--- config.mk ---
export PLATFORM = sky130hd
export DESIGN_NAME = board_update_ctrl
export DESIGN_NICKNAME = d
export VERILOG_FILES = /design/src/rtl/board_update_ctrl.sv
export SDC_FILE = /design/constraint.sdc
export NUM_CORES = 1
export LEC_CHECK = 0
export BUFFER_PORTS_ARGS = -buffer_cell sky130_fd_sc_hd__buf_2
export CAP_MARGIN = 10
export CORE_MARGIN = 2
export CORE_UTILIZATION = 50
export CTS_BUF_LIST = sky130_fd_sc_hd__clkbuf_8
export CTS_CLUSTER_DIAMETER = 120
export DETAILED_ROUTE_END_ITERATION = 10
export GPL_TIMING_DRIVEN = 0
export PLACE_DENSITY = 0.74
export SYNTH_ARGS = -nofsm -noshare
export SYNTH_HDL_FRONTEND = slang
export SYNTH_SLANG_ARGS = --single-unit
export TNS_END_PERCENT = 30
--- constraint.sdc ---
create_clock -name clk -period 6.55 [get_ports clk]
set_input_delay 0.3275 -clock clk [delete_from_list [all_inputs] [get_ports clk]]
set_output_delay 0.3275 -clock clk [all_outputs]
set_load 0.02 [all_outputs]
--- src/rtl/board_update_ctrl.sv ---
// board_update_ctrl
// Owns the 64x4 chessboard memory that the drawing pipeline reads every pixel.
// It arbitrates move requests from two requesters using round-robin. Moves are
// committed only inside vertical blanking. Frame-width changes are held until
// the next frame boundary.
module board_update_ctrl #(
  parameter int MAX_MOVES     = 2,
  parameter int FRAME_DEFAULT = 8
) (
  input  logic        clk,
  input  logic        rst,
  input  logic        vblnk,
  input  logic [1:0]  req_valid,
  input  logic [11:0] req_src,
  input  logic [11:0] req_dst,
  output logic [1:0]  req_ready,
  output logic        done,
  output logic        done_err,
  output logic        done_id,
  input  logic [5:0]  rd_addr,
  output logic [3:0]  rd_data,
  input  logic        cfg_valid,
  input  logic [7:0]  cfg_frame_pixels,
  output logic [7:0]  frame_pixels,
  output logic        busy
);

  localparam int CNT_W = $clog2(MAX_MOVES + 1);
  localparam logic [CNT_W-1:0] MAX_CNT = CNT_W'(MAX_MOVES);

  typedef enum logic [2:0] {
    ST_INIT, ST_IDLE, ST_RD_SRC, ST_WR_DST, ST_CLR_SRC, ST_FIN
  } state_t;

  state_t           state_q, state_d;
  logic [5:0]       init_cnt_q, init_cnt_d;
  logic [5:0]       src_q, src_d;
  logic [5:0]       dst_q, dst_d;
  logic             id_q, id_d;
  logic             err_q, err_d;
  logic             rr_q, rr_d;
  logic [CNT_W-1:0] mv_cnt_q, mv_cnt_d;
  logic             vblnk_q;
  logic [7:0]       cfg_pend_q, cfg_pend_d;
  logic             cfg_pend_vld_q, cfg_pend_vld_d;
  logic [7:0]       frame_q, frame_d;
  logic [1:0]       req_ready_q, req_ready_d;
  logic             done_q, done_d;
  logic             done_err_q, done_err_d;
  logic             done_id_q, done_id_d;
  logic             busy_q, busy_d;

  // Board storage with a drawing read port and a move-fetch read port
  logic [3:0] board_mem [64];
  logic [3:0] rd_data_q;
  logic [3:0] piece_q;
  logic       mem_we;
  logic [5:0] mem_waddr;
  logic [3:0] mem_wdata;
  logic [5:0] piece_raddr;

  // Per-requester views of the packed square buses
  logic [5:0] src_arr [2];
  logic [5:0] dst_arr [2];

  genvar gi;
  generate
    for (gi = 0; gi < 2; gi++) begin : g_unpack
      assign src_arr[gi] = req_src[gi*6 +: 6];
      assign dst_arr[gi] = req_dst[gi*6 +: 6];
    end
  endgenerate

  // Starting position: white back rank, white pawns, empty middle, black pawns,
  // black back rank (black codes are the white codes plus 8).
  function automatic logic [3:0] start_piece(input logic [5:0] sq);
    logic [3:0] back;
    case (sq[2:0])
      3'd0, 3'd7: back = 4'd4;
      3'd1, 3'd6: back = 4'd2;
      3'd2, 3'd5: back = 4'd3;
      3'd3:       back = 4'd5;
      default:    back = 4'd6;
    endcase
    case (sq[5:3])
      3'd0:    start_piece = back;
      3'd1:    start_piece = 4'd1;
      3'd6:    start_piece = 4'd9;
      3'd7:    start_piece = back + 4'd8;
      default: start_piece = 4'd0;
    endcase
  endfunction

  logic             vblnk_rise;
  logic [CNT_W-1:0] mv_cnt_eff;
  logic             gnt_ok;
  logic             gnt_id;

  // Next-state logic: window tracking, arbitration, move sequencing, config scheduling
  always_comb begin
    state_d        = state_q;
    init_cnt_d     = init_cnt_q;
    src_d          = src_q;
    dst_d          = dst_q;
    id_d           = id_q;
    err_d          = err_q;
    rr_d           = rr_q;
    cfg_pend_d     = cfg_pend_q;
    cfg_pend_vld_d = cfg_pend_vld_q;
    frame_d        = frame_q;
    req_ready_d    = 2'b00;
    done_d         = 1'b0;
    done_err_d     = 1'b0;
    done_id_d      = 1'b0;
    mem_we         = 1'b0;
    mem_waddr      = 6'd0;
    mem_wdata      = 4'd0;

    // A new blanking interval reopens the move budget in the same cycle
    vblnk_rise = vblnk & ~vblnk_q;
    mv_cnt_eff = vblnk_rise ? '0 : mv_cnt_q;
    mv_cnt_d   = mv_cnt_eff;

    gnt_ok = (state_q == ST_IDLE) && vblnk && (mv_cnt_eff < MAX_CNT) && (req_valid != 2'b00);
    gnt_id = (req_valid == 2'b11) ? rr_q : req_valid[1];

    // Fetch the source square at the grant edge so RD_SRC sees it immediately
    piece_raddr = (state_q == ST_IDLE) ? src_arr[gnt_id] : src_q;

    case (state_q)
      ST_INIT: begin
        mem_we     = 1'b1;
        mem_waddr  = init_cnt_q;
        mem_wdata  = start_piece(init_cnt_q);
        init_cnt_d = init_cnt_q + 6'd1;
        if (init_cnt_q == 6'd63) state_d = ST_IDLE;
      end
      ST_IDLE: begin
        if (gnt_ok) begin
          req_ready_d[gnt_id] = 1'b1;
          src_d    = src_arr[gnt_id];
          dst_d    = dst_arr[gnt_id];
          id_d     = gnt_id;
          rr_d     = ~gnt_id;
          mv_cnt_d = mv_cnt_eff + CNT_W'(1);
          state_d  = ST_RD_SRC;
        end
      end
      ST_RD_SRC: begin
        if ((src_q == dst_q) || (piece_q == 4'd0)) begin
          err_d   = 1'b1;
          state_d = ST_FIN;
        end else begin
          err_d   = 1'b0;
          state_d = ST_WR_DST;
        end
      end
      ST_WR_DST: begin
        mem_we    = 1'b1;
        mem_waddr = dst_q;
        mem_wdata = piece_q;
        state_d   = ST_CLR_SRC;
      end
      ST_CLR_SRC: begin
        mem_we    = 1'b1;
        mem_waddr = src_q;
        mem_wdata = 4'd0;
        state_d   = ST_FIN;
      end
      ST_FIN: begin
        done_d     = 1'b1;
        done_err_d = err_q;
        done_id_d  = id_q;
        state_d    = ST_IDLE;
      end
      default: state_d = ST_INIT;
    endcase

    // A reset cycle must never disturb the board, even mid-move
    if (rst) mem_we = 1'b0;

    // Frame width only changes on a frame boundary; same-cycle request wins
    if (vblnk_rise) begin
      if (cfg_valid)           frame_d = cfg_frame_pixels;
      else if (cfg_pend_vld_q) frame_d = cfg_pend_q;
      cfg_pend_d     = 8'd0;
      cfg_pend_vld_d = 1'b0;
    end else if (cfg_valid) begin
      cfg_pend_d     = cfg_frame_pixels;
      cfg_pend_vld_d = 1'b1;
    end

    busy_d = (state_d != ST_IDLE);
  end

  // Controller state and registered outputs
  always_ff @(posedge clk) begin
    if (rst) begin
      state_q        <= ST_INIT;
      init_cnt_q     <= 6'd0;
      src_q          <= 6'd0;
      dst_q          <= 6'd0;
      id_q           <= 1'b0;
      err_q          <= 1'b0;
      rr_q           <= 1'b0;
      mv_cnt_q       <= '0;
      vblnk_q        <= 1'b0;
      cfg_pend_q     <= 8'd0;
      cfg_pend_vld_q <= 1'b0;
      frame_q        <= 8'(FRAME_DEFAULT);
      req_ready_q    <= 2'b00;
      done_q         <= 1'b0;
      done_err_q     <= 1'b0;
      done_id_q      <= 1'b0;
      busy_q         <= 1'b1;
    end else begin
      state_q        <= state_d;
      init_cnt_q     <= init_cnt_d;
      src_q          <= src_d;
      dst_q          <= dst_d;
      id_q           <= id_d;
      err_q          <= err_d;
      rr_q           <= rr_d;
      mv_cnt_q       <= mv_cnt_d;
      vblnk_q        <= vblnk;
      cfg_pend_q     <= cfg_pend_d;
      cfg_pend_vld_q <= cfg_pend_vld_d;
      frame_q        <= frame_d;
      req_ready_q    <= req_ready_d;
      done_q         <= done_d;
      done_err_q     <= done_err_d;
      done_id_q      <= done_id_d;
      busy_q         <= busy_d;
    end
  end

  // Board write port and move-fetch read (read-before-write on a shared address)
  always_ff @(posedge clk) begin
    if (mem_we) board_mem[mem_waddr] <= mem_wdata;
    piece_q <= board_mem[piece_raddr];
  end

  // Drawing read port, one-cycle latency, cleared while in reset
  always_ff @(posedge clk) begin
    if (rst) rd_data_q <= 4'd0;
    else     rd_data_q <= board_mem[rd_addr];
  end

  assign req_ready    = req_ready_q;
  assign done         = done_q;
  assign done_err     = done_err_q;
  assign done_id      = done_id_q;
  assign rd_data      = rd_data_q;
  assign frame_pixels = frame_q;
  assign busy         = busy_q;

endmodule

# After elaboration in Yosys (flattened, before gate mapping)
# Memory sizes are Yosys's and may differ from the RTL's. A register that Yosys moved wholly into a read port is not among the register bits.
# Cells that the tools add are included.
dict set report totals {
  romBits 0
  elab_cells 100
  out_inout_bits 18
  memories 1
  in_bits 44
  latchBits 0
  reg_bits 50
  ramBits 256
}
dict set report classes {
  multipliers 0
  n_div 0
  n_mux 30
  n_shift 0
  bitwise_logic 7
  n_lt_le_gt_ge 4
  n_eq_ne 18
  add_sub_neg 3
  reduce_logical 20
}
# memory words word_bits read_ports rd_clocked_by_memory_dff wr line_no
set mem_list {}
lappend mem_list {board_mem 64 4 2 2 1 54} ;# logic [3:0] board_mem [64];
# operator n
set op_table {}
lappend op_table {{2-to-1 mux 6 bit} 7}
lappend op_table {{== test 3 bit, second input constant} 7}
lappend op_table {{one-hot mux 3 bit (6 select lines)} 1}
lappend op_table {{one-hot mux 6 bit (3 select lines)} 1}
lappend op_table {{2-to-1 mux 8 bit} 2}
lappend op_table {{one-hot mux 4 bit (4 select lines)} 1}
lappend op_table {{== test 3 x 2 -> 1 bit, second input constant} 4}
lappend op_table {{one-hot mux 3 bit (4 select lines)} 1}
lappend op_table {{OR reduction 2 bit} 5}
lappend op_table {{== test 3 x 1 -> 1 bit, second input constant} 3}
lappend op_table {{zero test 3 bit} 3}
lappend op_table {{2-to-1 mux 3 bit} 3}
lappend op_table {{2-to-1 mux 1 bit} 8}
lappend op_table {{one-hot mux 4 bit (2 select lines)} 1}
lappend op_table {{adder 6 x 1 -> 6 bit, second input constant} 1}
lappend op_table {{== test 6 bit} 1}
lappend op_table {{== test 6 bit, second input constant} 1}
lappend op_table {{2-to-1 mux 2 bit} 3}
lappend op_table {{OR reduction 3 bit} 2}
lappend op_table {{NOT 1 bit} 5}
lappend op_table {{adder 4 bit, second input constant} 1}
lappend op_table {{logical AND 1 bit} 4}
lappend op_table {{zero test 4 bit} 1}
lappend op_table {{2-to-1 mux 4 bit} 1}
lappend op_table {{other kinds (13)} 15}

# Depth between registers and ports, before layout
# Gate-level depths: netlist of the first run.
dict set report depth {
  word_depth 9
  mapped_depth 12
  mapped_depth_nobuf 8
}

# Least setup slack after synthesis of the first run
# Ideal clock, no wire load.
dict set report synth_path {
  kind {register to register}
  start {register state_q[1]}
  end {memory board_mem[0][0] (data pin)}
  t_arrival_ps 4821
  required_ps 5644
  setup_time_ps 906
  path_slack_ps 824
  path_buffers 3
  path_stages_with_launch 6
  path_cell_list {dfxtp_1 -> clkbuf_1 -> or2_2 -> clkbuf_1 -> clkbuf_1 -> o41ai_1}
}
dict set report synth_between {
  elab_chain_len 2
  word_cells_on_any_way 3
}
# item line_no
set synth_rtl {}
lappend synth_rtl {{start, declared} 35} ;# state_t state_q, state_d;
lappend synth_rtl {{start signal, assigned} 217} ;# state_q <= state_d;
lappend synth_rtl {{== test 3 x 2 -> 1 bit or zero test 3 bit (tied branches)} 130} ;# case (state_q)
lappend synth_rtl {{one-hot mux 4 bit (2 select lines) (*)} 130}
lappend synth_rtl {{named net mem_wdata[0]} 59} ;# logic [3:0] mem_wdata;
lappend synth_rtl {{end, declared} 54}
# The timed path passes the listed nets; every way through them passes the cells marked *.

# Final worst setup path of the first run
dict set report layout_path {
  start {register rr_q}
  end {register piece_q[3] (read register of board_mem)}
}
dict set report layout_between {
  elab_chain_len 6
}
# item line_no
set layout_rtl {}
lappend layout_rtl {{start, declared} 41} ;# logic rr_q, rr_d;
lappend layout_rtl {{start signal, assigned} 223} ;# rr_q <= rr_d;
lappend layout_rtl {{2-to-1 mux 1 bit} 125} ;# gnt_id = (req_valid == 2'b11) ? rr_q : req_valid[1];
lappend layout_rtl {{NOT 1 -> 2 bit (implied by the code)} 128} ;# piece_raddr = (state_q == ST_IDLE) ? src_arr[gnt_id] : src_q;
lappend layout_rtl {{2-to-1 mux 6 bit (implied by the code) (3 in a row)} 128}
lappend layout_rtl {{2-to-1 mux 6 bit} 128}
lappend layout_rtl {{end, declared} 56} ;# logic [3:0] piece_q;
# No other way between the ends. The select of a mux whose other input is x is not followed.
# A chain may end at the register's enable or synchronous reset.

==> impl_results.md, run 1 <==
- Final Hold Slack: about 0.027 ns
- Total number of vias: 10617
- #FFs+latches synth: about 310
- Element type at the critical path end: flop
- Most frequent cells in the layout: sky130_fd_sc_hd__edfxtp_1 (256), sky130_fd_sc_hd__nor2_1 (146), sky130_fd_sc_hd__nand2_1 (130)
- Layout Nets: between 1000 and 1500
- Most common library cell in the layout ignoring fill and taps: sky130_fd_sc_hd__edfxtp_1
- Post-CTS resize count: 0
- Nets in the synthesized netlist: around 1100
- Actual transition at the worst max-transition pin: around 1.1 ns
- Yosys top cell area share: 0.513
- Number of global-route vias before repair: approximately 11000
- TritonCTS Buffers: 50
- Number of enable-type register cells in the synthesized netlist: about 260
- Clk Tree Root Cell: sky130_fd_sc_hd__clkbuf_8
- Final Critical Period: around 3.6 ns
- Global-route wire length before repair: ~63000 um
- Port Buffer Count: 54
- Most area-consuming cells after synthesis: sky130_fd_sc_hd__edfxtp_1 (51%), sky130_fd_sc_hd__mux4_2 (14%), sky130_fd_sc_hd__dfxtp_1 (7.7%)
- # DRC: 0
- Data required time of the critical path: between 7 and 8 ns
- Number of antenna violations at the first check in global routing: 1
- Final clock skew: around 0.035 ns
- Cell count after synthesis: between 1000 and 1500
- Number of pins with negative max-slew slack in the final report: 0
- Largest net degree at the start of global routing: 49
- Routed vias/inst: 6.58
- Synthesis-to-layout area growth: 12.8%
- Drt pass-1 iters: 6
- Total detailed-routing wirelength: roughly 42000 um
- Setup Fix Bufs, Post-CTS: 0
- Die ar.: 31400 um^2
- Global Route Usage Sum: 0.272
- Outcome: completed
- Final RePlAce weighted congestion: just over 0.9
- Number of top-level pins: just over 60
- Overall die width: approximately 180 um
- Synth cell types: between 60 and 70
- Setup CP Type: reg2reg
- Synthesized area divided by synthesized cell count: ~14 um^2
- # hold bufs at CTS: 0
- Number of warning messages in the yosys log: 0
- Drt first-iter violations: 1584
- Total design power: about 4.3 mW
- Clock-pin slew on the worst setup and hold paths: about 0.060 ns
- Clock Sink Count: between 300 and 400
- Row cnt: 63
- Worst skew pair latency: ~0.6 ns
- Type of the tightest min-delay check: in2reg
- H-tree levels: 2
- Pwr per Cell Area: 252 nW/um^2
- Leak pwr: roughly 5.6 nW
- Largest fanout on the critical path: 10
- Count of final setup violators: 0
- Remaining Overflow, GRT: 0
- Post-synthesis instance area: between 10000 and 15000 um^2
- Ratio of cells with drive above 1 in the final layout: 0.224
- Final Hold Fails: 0
- Sequential cell area fraction in the yosys report: 0.591
- WL per Instance: 26.1 um
- Initial Util: 0.507
- Most common flop cell mapped by yosys: sky130_fd_sc_hd__edfxtp_1
- F_max: about 0.28 GHz
- Number of buffers on the longest clock path: 3
- Height of the die: approximately 180 um
- Fin crit share: 0.547
- Unrepaired setup endpoints after global routing: no
- Arrival time at the worst endpoint: approximately 4.1 ns
- Slew margin rel.: 0.257
- Largest area contributor in the synthesized netlist: sky130_fd_sc_hd__edfxtp_1
- HPWL after DPL: 30500 um
- Utilization after layout: 0.572
- Setup crit start kind: flop
- Number of max-cap violations: 0
- Core area: ~30000 um^2
- CTS tree: yes
- Number of nets with antenna violations after detailed routing: 0
- Maximum ir drop on the vdd rail: about 180 uV
- Post-synth ARST share: 0
per-layer routing:
layer  part of all wire  GRT usage
met5                  0          0
met4              0.042      0.111
met3               0.12     0.0739
met2               0.47      0.440
met1               0.37      0.349
synthesized netlist by cell type (12+ instances only):
cell and instances:
sky130_fd_sc_hd__a21oi_1 15, sky130_fd_sc_hd__a22oi_1 23, sky130_fd_sc_hd__a311oi_1 12, sky130_fd_sc_hd__a31oi_1 20
sky130_fd_sc_hd__buf_2 15, sky130_fd_sc_hd__clkbuf_1 38, sky130_fd_sc_hd__dfxtp_1 58, sky130_fd_sc_hd__edfxtp_1 256
sky130_fd_sc_hd__mux2i_1 34, sky130_fd_sc_hd__mux4_1 18, sky130_fd_sc_hd__mux4_2 95, sky130_fd_sc_hd__nand2_1 130
sky130_fd_sc_hd__nand3_1 45, sky130_fd_sc_hd__nor2_1 146, sky130_fd_sc_hd__o21ai_0 13
cell type report:
type,count,area (um^2)
antenna,2,5.00
buffer,69,347
clock buffer,58,798
clock inverter,32,221
fill,2290,12700
inverter,5,18.8
multi-input combinational,680,5800
sequential,314,8850
tap,390,488
timing repair buffer,63,379
final timing paths:
path	start	end	slack, ns	cells past startpoint
max	rr_q	piece_q[3]	2.97	10
min	req_dst[5]	dst_q[5]	0.03	3
max reg2reg	rr_q	piece_q[3]	2.97	10
min reg2reg	cfg_pend_vld_q	cfg_pend_vld_q	0.47	2
registers in the layout, indices dropped and copies added, names as in the netlist, 2 cells and up:
register,count
board_mem,256
cfg_pend_q,8
dst_q,6
frame_pixels,8
init_cnt_q,6
mv_cnt_q,2
piece_q,4
rd_data,4
req_ready,2
src_q,6
state_q,3
critical path: stages, from the launching register on:
cell and delay (ns):
sky130_fd_sc_hd__dfxtp_1 0.37, sky130_fd_sc_hd__and2b_4 0.22, sky130_fd_sc_hd__o21ai_0 0.35, sky130_fd_sc_hd__a31oi_1 0.33, sky130_fd_sc_hd__buf_2 0.32, sky130_fd_sc_hd__nor2_1 0.52
sky130_fd_sc_hd__clkbuf_1 0.50, sky130_fd_sc_hd__nand3_1 0.21, sky130_fd_sc_hd__nand4_1 0.15, sky130_fd_sc_hd__nand4_1 0.22, sky130_fd_sc_hd__and3_1 0.30
through the flow:
stage / worst slack [ns] / TNS, ns / area [um^2] / instances
6_report: 2.97 / 0 / 16900 / 1613
5_1_grt: 2.71 / 0 / 16900 / 1611
4_1_cts: 3.10 / 0 / 16900 / 1611
3_5_place_dp: 3.04 / 0 / 15900 / 1521
3_3_place_gp: -3.46 / -325.82 / 15700 / 1512
2_1_floorplan: 0.824 / 0 / 15000 / 1068
where the power goes:
| group | internal, mW | leakage, nW | switching [mW] |
|---|---|---|---|
| registers | 2.22 | 2.89 | 0.0108 |
| clock network | 0.927 | 0.547 | 0.785 |
| logic | 0.117 | 2.21 | 0.200 |
kinds of logic after synthesis:
kind of cell / synth area share
AOI/OAI and AO/OA: 0.0662
xor gates and xnor gates: 0.00643
adders and majority gates: 0.00501
buffers and inverters: 0.0244
DFF: 0.591
muxes: 0.197
and+or+nand+nor: 0.110
Power figures use the tool's default switching activity.
==> inputs of run 2 (changes only) <==
- ABC_AREA: unset -> 1
- PLACE_DENSITY: 0.74 -> 0.76
- clock period: 6.55 -> 2.9 ns (I/O delays scaled with it)
==> run 2 against run 1 <==
  * The run now ends with negative setup slack left
  * Critical path depth down 1
  * Synthesized cell count increased by 82%
  * Power is 140% higher
  * Register-to-register slack worse by 3.0 ns
  * Design area increased by 15%
  * Largest power group unchanged
==> impl_results.md, run 2 <==
- HPWL after DPL: between 40000 and 50000 um
- Yosys top cell area share: 0.473
- Synthesis-to-layout area growth: 19.3%
- Cells along the critical path: inv_1, nand2_1, buf_2, nor2_1, a221oi_2, inv_1, nor2_2, nand3_4, nor2_2
- Setup CP Type: reg2reg
- Remaining Overflow, GRT: 0
- Initial Util: 0.504
- Count of final setup violators: 52
- Drt first-iter violations: 2679
- Worst skew pair latency: between 0.6 and 0.7 ns
- F_max: ~0.34 GHz
- Row cnt: 66
- Register with the most flip-flops: board_mem
- H-tree levels: 2
- Most common library cell in the layout ignoring fill and taps: sky130_fd_sc_hd__inv_1
- Failing checks: negative setup slack
- Setup crit start kind: flop
- Number of top-level pins: 62
- Number of nets with antenna violations after detailed routing: 0
- Pwr per Cell Area: roughly 530 nW/um^2
- Total detailed-routing wirelength: around 66000 um
- Number of global-route vias before repair: 14891
- Number of buffers on the longest clock path: 3
- Leak pwr: between 8 and 9 nW
- Final RePlAce weighted congestion: ~1
- Max FFs per register: between 200 and 300
- Most frequent cells in the layout: sky130_fd_sc_hd__inv_1 (326), sky130_fd_sc_hd__nand2_1 (325), sky130_fd_sc_hd__nand3_1 (324)
- Placed insts: between 2000 and 2500
- Overall die width: 184 um
- Die ar.: approximately 34000 um^2
- Maximum ir drop on the vdd rail: ~550 uV
- Number of max-cap violations: 0
- Cell count after synthesis: between 1500 and 2000
- Global-route wire length before repair: 92900 um
- # DRC: 0
- Final Critical Period: between 2 and 3 ns
- Largest stage delay on the critical path: about 0.43 ns
- Sequential cell area fraction in the yosys report: 0.544
- Pre-CTS setup slack: -0.584 ns
- Ratio of cells with drive above 1 in the final layout: 0.137
- Routed vias/inst: roughly 6.1
- TritonCTS Buffers: 54
- Most common flop cell mapped by yosys: sky130_fd_sc_hd__edfxtp_1
- Number of enable-type register cells in the synthesized netlist: roughly 260
- Number of pins with negative max-slew slack in the final report: 0
- Least setup slack across all paths after layout: -0.0516 ns
- Data required time of the critical path: 3.23 ns
- Final clock skew: 0.0345 ns
- Cell with the biggest individual delay on the critical path: sky130_fd_sc_hd__dfxtp_1
- Clock Sink Count: about 310
- Largest net degree at the start of global routing: 65
- Outcome: finished, violations left
- CTS tree: yes
- Port Buffer Count: 57
- Number of antenna violations at the first check in global routing: 1
- Largest area contributor in the synthesized netlist: sky130_fd_sc_hd__edfxtp_1
- Post-synthesis instance area: around 16000 um^2
- Drt pass-1 iters: 6
- Synth cell types: 40
- #FFs+latches synth: ~310
- Layout Nets: 2171
- Arrival time at the worst endpoint: between 3 and 4 ns
- Post-synth ARST share: 0
- Clk Tree Root Cell: sky130_fd_sc_hd__clkbuf_8
- Type of the tightest min-delay check: in2reg
- Global Route Usage Sum: 0.381
- Height of the die: 184 um
- Slew margin rel.: 0.251
- Nets in the synthesized netlist: ~2000
- Layout Cells excl Fill: around 2600
- Core area: about 32000 um^2
- Element type at the critical path end: flop
- Top cells by instance count after synthesis: sky130_fd_sc_hd__nand2_1 (331), sky130_fd_sc_hd__nand3_1 (330), sky130_fd_sc_hd__inv_1 (309)
- Most area-consuming cells after synthesis: sky130_fd_sc_hd__edfxtp_1 (47%), sky130_fd_sc_hd__nand3_1 (10%), sky130_fd_sc_hd__nand2_1 (7.6%)
- Number of warning messages in the yosys log: 0
- Fin crit share: 1.02
- Most frequent cell after synthesis: sky130_fd_sc_hd__nand2_1
- WL per Instance: 25.2 um
- Clock-pin slew on the worst setup and hold paths: about 0.060 ns
- Actual transition at the worst max-transition pin: approximately 1.1 ns
- Unrepaired setup endpoints after global routing: yes
- Final Hold Fails: 0
- Total number of vias: between 15000 and 20000
- Largest fanout on the critical path: 10
- Synthesized area divided by synthesized cell count: ~8.4 um^2
## run 2: cell types whose count changed in the layout (fill, tap and decap cells not counted), sizes merged, moves of 24 or more
| cell | previous run | this run |
|---|---|---|
| inv | 13 | 331 |
| nand3 | 45 | 332 |
| nand2 | 130 | 334 |
| o21ai | 21 | 178 |
| a21oi | 16 | 147 |
| mux4 | 113 | 0 |
| dlygate4sd3 | 0 | 45 |
| clkbuf | 96 | 127 |
| buf | 94 | 118 |
## run 2: through the flow
stage               setup TNS, ns  total power, mW  utilization  hold slack [ns]  instance area [um^2]
floorplan                  -24.19             5.59            -            0.236                 16300
CTS                        -40.12             10.1        0.585           0.0825                 18900
detailed placement         -92.33             6.06        0.536            0.351                 17300
global route               -19.54             10.4        0.601            0.119                 19400
finish                      -1.77             10.2        0.601            0.127                 19400
global placement          -629.60             6.00        0.530            0.347                 17100
## run 2: final timing paths
| check | startpoint | slack, ns | depth (start not counted) | end |
|---|---|---|---|---|
| hold reg to reg | err_q | 0.44 | 2 | done_err |
| setup / recovery | state_q[2] | -0.05 | 9 | board_mem[59][2] |
| setup reg to reg | state_q[2] | -0.05 | 9 | board_mem[59][2] |
| hold / removal | req_valid[1] | 0.13 | 5 | src_q[5] |
## run 2: timing repair
| item | 4_1_cts | 5_1_grt |
|---|---|---|
| resized for setup | 20 | 94 |
| hold buffers | 45 | 0 |
| buffers inserted | 3 | 10 |
| pin swaps | 1 | 6 |
| setup endpoints to repair | 232 | 263 |
| hold endpoints to repair | 39 | 0 |
## run 2: per-layer routing
metal,track usage,wire length (um),vias up
li1,-,-,6913
met1,0.493,23800,7250
met2,0.554,27700,1315
met3,0.107,9100,331
met4,0.260,4920,0
met5,0,0,-
## run 2: final cells by class
type,instances,area [um^2]
antenna,1,2.50
buffer,109,494
clock buffer,60,826
clock inverter,35,238
fill,2814,12900
inverter,313,1180
multi-input combinational,1208,6200
sequential,314,8850
tap,442,553
timing repair buffer,121,1050
## run 2: cells by family after synthesis
logic type | share of synthesized area
xor gates and xnor gates | 0.00108
and+or+nand+nor | 0.221
buffers and inverters | 0.102
adders and majority gates | 0.00461
muxes | 0.00677
AOI/OAI and AO/OA | 0.121
DFF | 0.544
## run 2: power by group
group | switching, mW | internal (mW)
Combinational | 0.780 | 0.298
Sequential | 0.0229 | 5.03
Clock | 1.92 | 2.16
## run 2: worst max-delay path, delay by kind of cell (launching register included)
kind	cells	cell delay [ns]
AO/OA/AOI/OAI	1	0.32
buffers and inverters	3	0.63
flip-flops	1	0.43
AND/OR/NAND/NOR	5	1.21
